--- src/rtl/bn_pkg.sv ---
// rtl/bn_pkg.sv - shared FP16 constants and FSM state type for the batch-norm output path
//
// Purpose:
//   Common definitions imported by the batch-norm output serializer and its
//   per-lane ReLU helper.
// Contents:
//   FP16_W      width of one FP16 lane
//   FP16_SIGN   index of the FP16 sign bit
//   FP16_ZERO   canonical +0.0 encoding
//   bn_state_e  serializer state: EMPTY (no vector held) / LOADED (vector held)
//   min1_clog2  clog2 with a floor of one bit, for counter sizing

package bn_pkg;

  localparam int FP16_W    = 16;
  localparam int FP16_SIGN = 15;
  localparam logic [FP16_W-1:0] FP16_ZERO = 16'h0000;

  typedef enum logic {
    EMPTY  = 1'b0,
    LOADED = 1'b1
  } bn_state_e;

  // A counter over a single value still needs a one-bit register.
  function automatic int min1_clog2(input int n);
    return (n > 1) ? $clog2(n) : 1;
  endfunction

endpackage

--- src/rtl/fp16_relu.sv ---
// rtl/fp16_relu.sv - single-lane bitwise FP16 ReLU
//
// Purpose:
//   Combinational ReLU on one FP16 lane. Any lane with the sign bit set
//   (-0, negative normals/subnormals, -inf, negative-signed NaN) becomes +0.
//   Positive-signed values, including +NaN and +inf, pass untouched. No FP
//   arithmetic is involved; the decision is the sign bit alone.
// Parameters:
//   EN      nonzero enables ReLU; zero makes the block a wire
// Ports:
//   lane_i  in   FP16 lane
//   lane_o  out  FP16 lane after optional ReLU

module fp16_relu
  import bn_pkg::*;
#(
  parameter int EN = 1
) (
  input  logic [FP16_W-1:0] lane_i,
  output logic [FP16_W-1:0] lane_o
);

  generate
    if (EN != 0) begin : g_relu
      assign lane_o = lane_i[FP16_SIGN] ? FP16_ZERO : lane_i;
    end else begin : g_pass
      assign lane_o = lane_i;
    end
  endgenerate

endmodule

--- src/rtl/bn_out_serializer.sv ---
// rtl/bn_out_serializer.sv - wide-to-narrow FP16 vector serializer with ReLU and frame marker
//
// Purpose:
//   Accepts one SIZE-lane FP16 vector per handshake, applies optional ReLU at
//   accept time, and emits the held vector LANES_OUT lanes per beat. The last
//   beat of the last vector in each frame of VECS_PER_FRAME vectors is flagged
//   with out_last. A new vector can be taken in the same cycle the final beat
//   of the current one is consumed, so there is no bubble between vectors.
// Parameters:
//   SIZE            FP16 lanes per input vector
//   LANES_OUT       FP16 lanes per output beat (must divide SIZE)
//   RELU_EN         nonzero applies ReLU per lane
//   VECS_PER_FRAME  input vectors per frame (>= 1)
// Ports:
//   clk        in   clock, rising edge
//   reset      in   asynchronous active-low reset
//   in_valid   in   upstream vector valid
//   in_ready   out  vector can be accepted this cycle
//   in_data    in   [0:16*SIZE-1], lane k at [16k +: 16] (lane 0 in MSBs)
//   out_valid  out  output beat valid
//   out_ready  in   downstream accepts the beat
//   out_data   out  [0:16*LANES_OUT-1], same lane ordering as in_data
//   out_last   out  last beat of the last vector of a frame
//   busy       out  vector held, or frame partially emitted

module bn_out_serializer
  import bn_pkg::*;
#(
  parameter int SIZE           = 4,
  parameter int LANES_OUT      = 1,
  parameter int RELU_EN        = 1,
  parameter int VECS_PER_FRAME = 8
) (
  input  logic                      clk,
  input  logic                      reset,
  input  logic                      in_valid,
  output logic                      in_ready,
  input  logic [0:FP16_W*SIZE-1]    in_data,
  output logic                      out_valid,
  input  logic                      out_ready,
  output logic [0:FP16_W*LANES_OUT-1] out_data,
  output logic                      out_last,
  output logic                      busy
);

  localparam int BEATS  = SIZE / LANES_OUT;
  localparam int BEAT_W = min1_clog2(BEATS);
  localparam int VEC_W  = min1_clog2(VECS_PER_FRAME);
  localparam int IN_W   = FP16_W * SIZE;
  localparam int OUT_W  = FP16_W * LANES_OUT;

  localparam logic [BEAT_W-1:0] LAST_BEAT = BEAT_W'(BEATS - 1);
  localparam logic [VEC_W-1:0]  LAST_VEC  = VEC_W'(VECS_PER_FRAME - 1);

  generate
    if (LANES_OUT < 1 || (SIZE % LANES_OUT) != 0) begin : g_bad_lanes
      $error("bn_out_serializer: SIZE must be a multiple of LANES_OUT");
    end
    if (VECS_PER_FRAME < 1) begin : g_bad_frame
      $error("bn_out_serializer: VECS_PER_FRAME must be at least 1");
    end
  endgenerate

  // ---------------------------------------------------------------------------
  // State
  // ---------------------------------------------------------------------------
  bn_state_e         state_q, state_d;
  logic [BEAT_W-1:0] beat_q,  beat_d;
  logic [VEC_W-1:0]  vcnt_q,  vcnt_d;
  logic [0:IN_W-1]   vec_q,   vec_d;

  // ---------------------------------------------------------------------------
  // Input-path ReLU, one lane per instance
  // ---------------------------------------------------------------------------
  logic [0:IN_W-1] relu_data;

  generate
    for (genvar k = 0; k < SIZE; k++) begin : g_lane
      logic [FP16_W-1:0] lane_in;
      logic [FP16_W-1:0] lane_out;

      assign lane_in = in_data[k*FP16_W +: FP16_W];

      fp16_relu #(
        .EN (RELU_EN)
      ) u_relu (
        .lane_i (lane_in),
        .lane_o (lane_out)
      );

      assign relu_data[k*FP16_W +: FP16_W] = lane_out;
    end
  endgenerate

  // ---------------------------------------------------------------------------
  // Handshake decode
  // ---------------------------------------------------------------------------
  logic last_beat;
  logic in_fire;
  logic out_fire;

  assign last_beat = (beat_q == LAST_BEAT);
  assign out_valid = (state_q == LOADED);

  // The register frees up in the very cycle its final beat is consumed, so
  // in_ready looks at out_ready combinationally. Nothing here depends on
  // in_valid, which keeps upstream free of a combinational loop through us.
  assign in_ready = (state_q == EMPTY) || (last_beat && out_ready);

  assign in_fire  = in_valid && in_ready;
  assign out_fire = out_valid && out_ready;

  assign out_last = out_valid && last_beat && (vcnt_q == LAST_VEC);
  assign busy     = (state_q == LOADED) || (vcnt_q != '0);

  // ---------------------------------------------------------------------------
  // Beat select. Held registers drive this mux, so data is stable during a
  // stall without any extra output register.
  // ---------------------------------------------------------------------------
  always_comb begin
    out_data = '0;
    for (int b = 0; b < BEATS; b++) begin
      if (beat_q == BEAT_W'(b)) begin
        out_data = vec_q[b*OUT_W +: OUT_W];
      end
    end
  end

  // ---------------------------------------------------------------------------
  // Next-state logic
  // ---------------------------------------------------------------------------
  always_comb begin
    state_d = state_q;
    beat_d  = beat_q;
    vcnt_d  = vcnt_q;
    vec_d   = vec_q;

    if (out_fire) begin
      if (last_beat) begin
        beat_d  = '0;
        vcnt_d  = (vcnt_q == LAST_VEC) ? '0 : vcnt_q + VEC_W'(1);
        state_d = EMPTY;
      end else begin
        beat_d = beat_q + BEAT_W'(1);
      end
    end

    // An accept overrides the drop to EMPTY above: this is the back-to-back
    // case where the final beat leaves and the next vector lands together.
    if (in_fire) begin
      vec_d   = relu_data;
      state_d = LOADED;
    end
  end

  // ---------------------------------------------------------------------------
  // Registers
  // ---------------------------------------------------------------------------
  always_ff @(posedge clk or negedge reset) begin
    if (!reset) begin
      state_q <= EMPTY;
      beat_q  <= '0;
      vcnt_q  <= '0;
      vec_q   <= '0;
    end else begin
      state_q <= state_d;
      beat_q  <= beat_d;
      vcnt_q  <= vcnt_d;
      vec_q   <= vec_d;
    end
  end

endmodule

--- config.mk ---
export PLATFORM = sky130hd
export DESIGN_NAME = bn_out_serializer
export DESIGN_NICKNAME = d
export VERILOG_FILES = /design/src/rtl/bn_pkg.sv /design/src/rtl/fp16_relu.sv /design/src/rtl/bn_out_serializer.sv
export SDC_FILE = /design/constraint.sdc
export NUM_CORES = 1
export LEC_CHECK = 0
export ABC_AREA = 1
export CAP_MARGIN = 15
export CORE_UTILIZATION = 50
export CTS_BUF_LIST = sky130_fd_sc_hd__clkbuf_8
export CTS_CLUSTER_DIAMETER = 30
export DETAILED_ROUTE_END_ITERATION = 10
export GPL_TIMING_DRIVEN = 0
export PLACE_DENSITY = 0.79
export SETUP_SLACK_MARGIN = 0.1
export SYNTH_ARGS = -nofsm -noshare
export SYNTH_HDL_FRONTEND = slang
export SYNTH_HIERARCHICAL = 1
export SYNTH_SLANG_ARGS = --single-unit
--- constraint.sdc ---
create_clock -name clk -period 5.32 [get_ports clk]
set_clock_uncertainty 0.2 [all_clocks]
set_input_delay 1.596 -clock clk [delete_from_list [all_inputs] [get_ports clk]]
set_output_delay 1.596 -clock clk [all_outputs]
set_load 0.02 [all_outputs]
* After elaboration in Yosys (flattened, before gate mapping)
Index checks and enable logic that the tools add are counted.
Storage, ports and cells: bits of input ports 68, register bits 70, output and inout bits 20, logic and storage cells 37
Operators by class: muxes and demuxes 13, $add $sub $neg 2, reduce and logical (&&, ||, !) cells 13, bitwise logic cells 1, eq/ne operators 4
Operators with widths (number):
- $mux 16 | 4
- $mux 15 | 4
- $logic_and 1x1->1 | 5
- $eq 2x2->1 const B | 2
- $reduce_and 2->1 | 2
- $reduce_bool 2->1 | 2
- $add 3x1->3 const B | 1
- $eq 3x3->1 const B | 1
- $mux 1 | 3
- $mux 3 | 1
- $reduce_bool 3->1 | 1
- $add 2x1->2 const B | 1
- $eq 2x1->1 const B | 1
- $logic_not 2->1 | 1
- $logic_or 1x1->1 | 2
- $mux 2 | 1
- $not 1->1 | 1

* Logic depth before layout (Yosys ltp)
Gate-level depths: netlist of the first run.
word-level depth 6, gate-level depth with buffers 9, mapped depth without buffers 7

* Cells and area by module
The synthesis of the first run kept the hierarchy.
By module, submodules not included:
- bn_out_serializer | times used 1, sequential area each 1751.7 sq um, cells an instance 458, area each 3520.9 sq um
- fp16_relu | times used 4, sequential area each 0.0 sq um, cells an instance 33, area each 135.1 sq um

* Worst setup path after synthesis of the first run
Ideal clock, no wire load.
path kind input to output, start point input port out_ready, end point output port in_ready, arrival time 1947 ps, path slack 1577 ps, required time 3524 ps, cell stages on the path 3, path buffers 1, path through nand2_2 > nand2_2 > buf_2
On the way: word-level cells in the longest chain between the ends 2
Ends and longest elaborated chain:
- from (decl) | RTL line bn_out_serializer.sv:40 | input logic out_ready,
- $logic_and 1x1->1 | RTL line bn_out_serializer.sv:108 | assign in_ready = (state_q == EMPTY) || (last_beat && out_ready);
- $logic_or 1x1->1 | RTL line bn_out_serializer.sv:108
- to (decl) | RTL line bn_out_serializer.sv:37 | output logic in_ready,
Every way passes these cells.

* Worst setup path in the final report of the first run
Ends and elaborated chain as after synthesis.

==> run metrics, run 1 <==
crit path cell chain=clkdlybuf4s50_1 -> nand2_2 -> nand2_2 -> buf_2 -> clkdlybuf4s50_1; layout cell share with drive strength beyond 1=0.0751; Max Freq=0.204 GHz; synthesized area per cell=6.88 um2; Yosys warning count=6; later-pin clock latency in the skew report=0.35 ns; DIE HEIGHT=92.1 um; status=finished clean; FFs w/ async S/R, synth=1.00; Max Cap Viol=0; Fin Setup TNS=0 ns; Seq/Total Area, Yosys=0.431; Tmin final=4.91 ns; first-pass GRT wire length=17500 um; RSZ-0062 raised after global routing=no; worst path bufs/invs=3; CTS root buf=clkbuf_8; pin count of the biggest net entering global routing=71; Area Growth Syn to Fin=28.7%; fin nets=763; hold path depth=2; leakage power=2.94 nW; drc violations=0; Worst-path clk slew=0.06 ns; core area=7810 um2; vias per cell=4.91; Slowest-stage cell, CP=clkdlybuf4s50_1; synthesized instance count=590; P per Cell Area=536 nW/um2; postcts setup bufs=0; most used flip-flop cell after synthesis=dfrtp_1; WHS Endpoint=vec_q[3]$_DFFE_PN0P_; worst hold start=vec_q[3]$_DFFE_PN0P_; post-route non-filler standard cell count=794; clock sink count=70; Worst Reg-to-Reg Cells=8; post-synth cell types=18; number of global-route vias before repair=3889; post-cts sizing count=0; Ports=88; final count of pins violating max slew=0; Seq cells post-synth=70; Synth Cell Area=4060 um2; All-Layer GR Usage=0.267; die area=8490 um2; crit start category=input port; Rows=32; ANT cells=0; Starting Density=0.520; WS Path Type=in2out; critical path depth=5; routed len/inst=13.0 um; CP max FO=10; Post-synth EDFFs=0; VDD IR max=332 uV; Top Family by Delay on Critical Path=buffers and inverters; CP required=3.52 ns; reg2reg setup slack=3.61 ns; Vias=3895; DP Cell Count=779; Port Buffers=87; initial antenna violation count=0; Min Hold Slack=0.276 ns; DIE WIDTH=92.1 um; CTS tree=done; Syn Nets=665; Crit path arrival time=3.11 ns; Routed Antenna Nets=0; H-tree depth=3; Worst Tran Pin Value=0.897 ns; drt initial violations=237; Hold Crit Class=reg2reg; Hold Buf Count CTS=0; CTS max path bufs=2; cts bufs inserted=9; CP max stage delay=0.64 ns; gpl congestion=0.827; final WL=10300 um; Pre-antenna DRT Iters=5; end of the worst register-to-register path=vec_q[7]$_DFFE_PN0P_; fin crit share=0.922; Crit. End Element=output port; endpoints failing hold=0; fin util=0.669; Rel. slew slack=0.402; total grt overflow=0; worst r2r src=beat_q[0]$_DFFE_PN0N_; endpoints failing setup=0; DP Wirelength=7830 um
power breakdown:
part | switching [mW] | internal (mW)
combinational | 0.868 | 0.585
sequential | 0.168 | 0.802
clock | 0.189 | 0.186
total | 1.23 | 1.57
synthesized netlist by cell type (3+ instances only):
cell type / count / area (um2)
buf_2: 14 / 70.1
nand2_2: 3 / 18.8
nor2_1: 61 / 229
buf_1: 3 / 11.3
buf_6: 12 / 135
ha_1: 7 / 87.6
inv_1: 84 / 315
clkbuf_1: 4 / 15.0
nand2_1: 197 / 739
conb_1: 4 / 15.0
nand3_1: 83 / 415
a21oi_1: 32 / 160
dfrtp_1: 70 / 1750
buf_4: 8 / 60.1
o21ai_1: 3 / 15.0
routing by layer:
metal  track usage  share of wire  routed length, um  vias up
li1              -              -                  -     1976
met1         0.348           0.44               4580     1785
met2         0.448           0.49               5030      116
met3        0.0415          0.047                488       18
met4         0.104          0.021                216        0
met5             0              0                  0        -
cell type report:
type | count | area [um2]
fillers | 697 | 2580
flip-flops and latches | 70 | 1750
multi-input cells | 393 | 1700
repair buffers | 87 | 868
inverters | 86 | 323
plain buffers | 41 | 292
clock buffers | 11 | 151
well taps | 102 | 128
clock inverters | 4 | 16.3
per-stage QoR:
stage / power (mW) / worst slack, ns / area [um2]
floorplan: 1.84 / 1.58 / 4060
global placement: 2.37 / 0.164 / 5060
detailed placement: 2.41 / 0.401 / 5060
CTS: 2.80 / 0.392 / 5230
global route: 3.01 / 0.341 / 5230
finish: 2.80 / 0.414 / 5230
worst reg2reg max path, cell delays in order, from the launching register on:
cell and delay (ns):
dfrtp_1 0.41, ha_1 0.22, buf_6 0.14, nand2_2 0.05, nand2_2 0.08, buf_6 0.16
buf_4 0.17, nand3_1 0.09, nand2_1 0.07
state kept, by name, indices dropped and copies added, names as in the netlist:
signal / flops
vcnt_q: 3
out_valid: 1
beat_q: 2
vec_q: 64
cell families (layout without fill, tap and decap cells):
family / Yosys count / after routing / share of synthesized area
and+or+nand+nor: 345 / 345 / 0.347
buffers and inverters: 127 / 229 / 0.151
DFF: 70 / 70 / 0.431
AOI/OAI and AO/OA: 37 / 37 / 0.0456
adders and majority gates: 7 / 7 / 0.0216
other: 4 / 4 / 0.00370
worst max-delay path by stage:
| stage | from | slack, ns | endpoint |
|---|---|---|---|
| final | out_ready | 0.41 | in_ready |
| after global routing | out_ready | 0.34 | in_ready |
| after CTS | out_ready | 0.39 | in_ready |
| after detailed placement | out_ready | 0.40 | in_ready |
| after global placement | reset | 0.16 | vec_q[57]$_DFFE_PN0P_ |
| after floorplan | out_ready | 1.58 | in_ready |
placed cells by master (no fill, tap or decap), types with 4 or more instances in the layout:
cell type,count
buf_6,12
nand3_1,83
conb_1,4
clkdlybuf4s50_1,86
clkbuf_1,4
nor2_1,61
dfrtp_1,70
inv_1,87
buf_2,14
nand2_1,197
buf_4,9
clkbuf_8,11
a21oi_1,32
ha_1,7
Power figures use the tool's default switching activity.
==> run 2, diff against run 1 <==
Settings changed: CORE_UTILIZATION 50 to 57, GPL_TIMING_DRIVEN 0 to default, PLACE_DENSITY 0.79 to 0.88.
==> run metrics, run 2 (synthesized netlist as in run 1, its figures left out) <==
status=finished clean; endpoints failing hold=0; Max Freq=0.213 GHz; fin nets=729; Ports=88; DP Cell Count=738; DP Wirelength=6690 um; gpl congestion=0.867; vias per cell=5.11; postcts setup bufs=0; Crit. End Element=output port; Pre-antenna DRT Iters=5; Hold Buf Count CTS=0; Internal=1.55 mW; leakage power=2.79 nW; final count of pins violating max slew=0; post-cts sizing count=0; Hold Crit Class=reg2reg; Area Growth Syn to Fin=23.3%; pin count of the biggest net entering global routing=67; CP max FO=2; initial antenna violation count=0; commonest non-fill, non-tap cell in the layout=nand2_1; CTS max path bufs=2; crit start category=input port; DIE HEIGHT=86.4 um; Comb power frac=0.495; first-pass GRT wire length=16200 um; die area=7470 um2; RSZ-0062 raised after global routing=no; leading registers by flop count=vec_q x64, vcnt_q x3, beat_q x2; CTS tree=done; switching share of power=0.436; CTS root buf=clkbuf_8; Routed Antenna Nets=0; Reg with most FFs=vec_q; drt initial violations=306; Fin Setup TNS=0 ns; ANT cells=0; routed len/inst=12.8 um; total design power=2.74 mW; WS Path Type=in2out; later-pin clock latency in the skew report=0.35 ns; cts bufs inserted=9; most frequent cells in the layout=nand2_1 (197), clkdlybuf4s50_1 (85), inv_1 (84); DIE WIDTH=86.4 um; Rows=30; endpoints failing setup=0; Max Cap Viol=0; CP required=3.52 ns; layout cell share with drive strength beyond 1=0.0426; Tmin final=4.70 ns; H-tree depth=3; max reg flops=64; VDD IR max=414 uV; CP max stage delay=0.61 ns; Crit path arrival time=2.90 ns; clock network fraction of design power=0.152; Vias=3850; Slowest-stage cell, CP=clkdlybuf4s50_1; clock sink count=70; total grt overflow=0; Port Buffers=87; Top Family by Delay on Critical Path=buffers and inverters; worst path bufs/invs=2; All-Layer GR Usage=0.282; crit path cell chain=clkdlybuf4s50_1 -> nand2_2 -> nand2_2 -> clkdlybuf4s50_1; fin util=0.733; Worst Tran Pin Value=0.950 ns; core area=6830 um2; final WL=9640 um; Seq pwr share=0.353; drc violations=0; Rel. slew slack=0.366; Min Hold Slack=0.274 ns; fin crit share=0.883; Worst-path clk slew=0.07 ns; Starting Density=0.595; Psw=1.19 mW; post-route non-filler standard cell count=753; number of global-route vias before repair=3617; P per Cell Area=547 nW/um2
run 2: changes by cell type in the layout (fill, tap and decap cells not counted), sizes merged:
| cell | previous run | this run |
|---|---|---|
| inv | 89 | 86 |
| clkbuf | 15 | 14 |
| clkinv | 1 | 0 |
| buf | 38 | 9 |
| clkdlybuf4s50 | 86 | 85 |
run 2: area by class of cell:
cell class / instances / area, um2
Inverter: 86 / 323
Sequential cell: 70 / 1750
Fill cell: 574 / 1820
Multi-Input combinational cell: 393 / 1700
Clock buffer: 14 / 193
Timing Repair Buffer: 94 / 926
Tap cell: 96 / 120
run 2: layer usage:
metal | global-route usage | vias up | wire, um
li1 | - | 1896 | -
met1 | 0.364 | 1766 | 3970
met2 | 0.460 | 164 | 4770
met3 | 0.0486 | 24 | 604
met4 | 0.147 | 0 | 292
met5 | 0 | - | 0
run 2: through the flow:
step           cell area, um2  setup WS, ns
2_1_floorplan            4060          1.58
3_3_place_gp             4800         0.629
3_5_place_dp             4800         0.637
4_1_cts                  4990         0.623
5_1_grt                  5010         0.596
6_report                 5010         0.624
run 2: path summary, 6_finish.rpt:
| check | start | cells after the start | slack [ns] | endpoint |
|---|---|---|---|---|
| max | out_ready | 4 | 0.62 | in_ready |
| min reg2reg | vec_q[7]$_DFFE_PN0P_ | 2 | 0.27 | vec_q[7]$_DFFE_PN0P_ |
| max reg2reg | beat_q[1]$_DFFE_PN0N_ | 8 | 2.41 | vec_q[15]$_DFFE_PN0P_ |
| min | vec_q[7]$_DFFE_PN0P_ | 2 | 0.27 | vec_q[7]$_DFFE_PN0P_ |
| max in group asynchronous | reset | 2 | 3.46 | vec_q[28]$_DFFE_PN0P_ |
| min in group asynchronous | reset | 1 | 0.91 | vec_q[48]$_DFFE_PN0P_ |
run 2: power by group through the flow:
stage,clock network [mW],registers (mW),logic [mW]
after floorplan,0,0.921,0.922
after global placement,0,0.950,1.30
after detailed placement,0,0.964,1.34
after CTS,0.422,0.960,1.35
after global routing,0.444,0.988,1.50
final,0.416,0.966,1.36
run 2: worst reg2reg max path, cell delays in order, from the launching register on:
cell	delay [ns]
dfrtp_1	0.38
ha_1	0.79
nand2_2	0.10
nand2_2	0.11
buf_4	0.52
nand2_2	0.11
buf_4	0.35
nand2_1	0.18
nand2_1	0.06
==> run 3, diff against run 2 <==
Settings changed: CORE_MARGIN from default to 3.
==> run metrics, run 3 (synthesized netlist as in run 1, its figures left out) <==
fin crit share=0.883; most frequent cells in the layout=nand2_1 (197), inv_1 (85), clkdlybuf4s50_1 (85); total design power=2.69 mW; switching share of power=0.450; CTS max path bufs=2; crit start category=input port; core area=6870 um2; later-pin clock latency in the skew report=0.34 ns; worst path bufs/invs=2; layout cell share with drive strength beyond 1=0.0411; Max Cap Viol=0; fin nets=728; Routed Antenna Nets=0; initial antenna violation count=0; All-Layer GR Usage=0.252; Internal=1.48 mW; Worst Tran Pin Value=0.963 ns; VDD IR max=536 uV; ANT cells=0; H-tree depth=3; CP required=3.52 ns; commonest non-fill, non-tap cell in the layout=nand2_1; Crit path arrival time=2.90 ns; CP max FO=2; Hold Buf Count CTS=0; drc violations=0; Worst-path clk slew=0.07 ns; clock sink count=70; CTS tree=done; RSZ-0062 raised after global routing=no; Top Family by Delay on Critical Path=buffers and inverters; Fin Setup TNS=0 ns; Area Growth Syn to Fin=21.9%; Rows=30; leading registers by flop count=vec_q x64, vcnt_q x3, beat_q x2; Filler Cells Inserted=531; total grt overflow=0; drt initial violations=283; Slowest-stage cell, CP=clkdlybuf4s50_1; CP max stage delay=0.61 ns; final count of pins violating max slew=0; Worst Slack Setup Final=0.622 ns; endpoints failing hold=0; endpoints failing setup=0; post-layout instance area=4950 um2; DIE WIDTH=90.4 um; Comb power frac=0.508; postcts setup bufs=0; leakage power=2.77 nW; cts bufs inserted=9; first-pass GRT wire length=16600 um; multi-input combinational cell area=1700 um2; Psw=1.21 mW; gpl congestion=0.871; max reg flops=64; post-place setup slack=0.634 ns; Ports=88; CTS root buf=clkbuf_8; Pre-antenna DRT Iters=5; P per Cell Area=543 nW/um2; WS Path Type=in2out; Seq pwr share=0.360; routed len/inst=13.0 um; Max Freq=0.213 GHz; Crit. End Element=output port; post-cts sizing count=0; Hold Crit Class=reg2reg; number of global-route vias before repair=3644; Starting Density=0.591; crit path cell chain=clkdlybuf4s50_1 -> nand2_2 -> nand2_2 -> clkdlybuf4s50_1; pin count of the biggest net entering global routing=67; Reg with most FFs=vec_q; Port Buffers=87; Vias=3863; FF/Latch Area=1750 um2; final WL=9780 um; Post-DP Area=4800 um2; Rel. slew slack=0.358; DP Wirelength=7040 um; vias per cell=5.13; Tmin final=4.70 ns; status=finished clean; clock network fraction of design power=0.131; DIE HEIGHT=90.4 um; die area=8170 um2
==> run 3: tightest hold or removal path: cells and delay by family, from the launching register on <==
family / cells / cell delay, ns
DFF: 1 / 0.35
and+or+nand+nor: 2 / 0.10
==> run 3: stage by stage <==
step / hold slack [ns] / util / std cells
after global routing: 0.298 / 0.721 / 753
after detailed placement: 0.260 / 0.698 / 738
after CTS: 0.277 / 0.721 / 753
after floorplan: 0.242 / - / 590
final: 0.276 / 0.721 / 753
after global placement: 0.254 / 0.698 / 738
==> run 3: worst paths after layout <==
path | startpoint | end | slack, ns | depth (start not counted)
worst min-delay path | vec_q[55]$_DFFE_PN0P_ | vec_q[55]$_DFFE_PN0P_ | 0.28 | 2
worst max register to register | beat_q[1]$_DFFE_PN0N_ | vec_q[20]$_DFFE_PN0P_ | 2.04 | 8
worst max-delay path | out_ready | in_ready | 0.62 | 4
max in group asynchronous | reset | vec_q[23]$_DFFE_PN0P_ | 2.84 | 2
min in group asynchronous | reset | out_valid$_DFFE_PN0P_ | 1.12 | 1
worst min register to register | vec_q[55]$_DFFE_PN0P_ | vec_q[55]$_DFFE_PN0P_ | 0.28 | 2
==> run 3: cell type report <==
| type | count | share of cell area |
|---|---|---|
| well taps | 96 | 0.0243 |
| inverters | 86 | 0.0652 |
| repair buffers | 93 | 0.183 |
| clock inverters | 6 | 0.00632 |
| flip-flops and latches | 70 | 0.354 |
| clock buffers | 9 | 0.0250 |
| multi-input cells | 393 | 0.342 |
==> run 3: metal layers <==
metal	vias up	track usage	part of all wire
met5	-	0	0
met4	0	0.111	0.029
met3	30	0.0683	0.071
met2	148	0.408	0.48
met1	1787	0.317	0.42
li1	1898	-	-
==> run 3: power groups by stage <==
| stage | clock (mW) | sequential, mW | combinational [mW] |
|---|---|---|---|
| after detailed placement | 0 | 0.965 | 1.35 |
| after global routing | 0.385 | 0.994 | 1.52 |
| after CTS | 0.357 | 0.960 | 1.37 |
| after global placement | 0 | 0.948 | 1.31 |
| final | 0.353 | 0.969 | 1.37 |
| after floorplan | 0 | 0.921 | 0.922 |
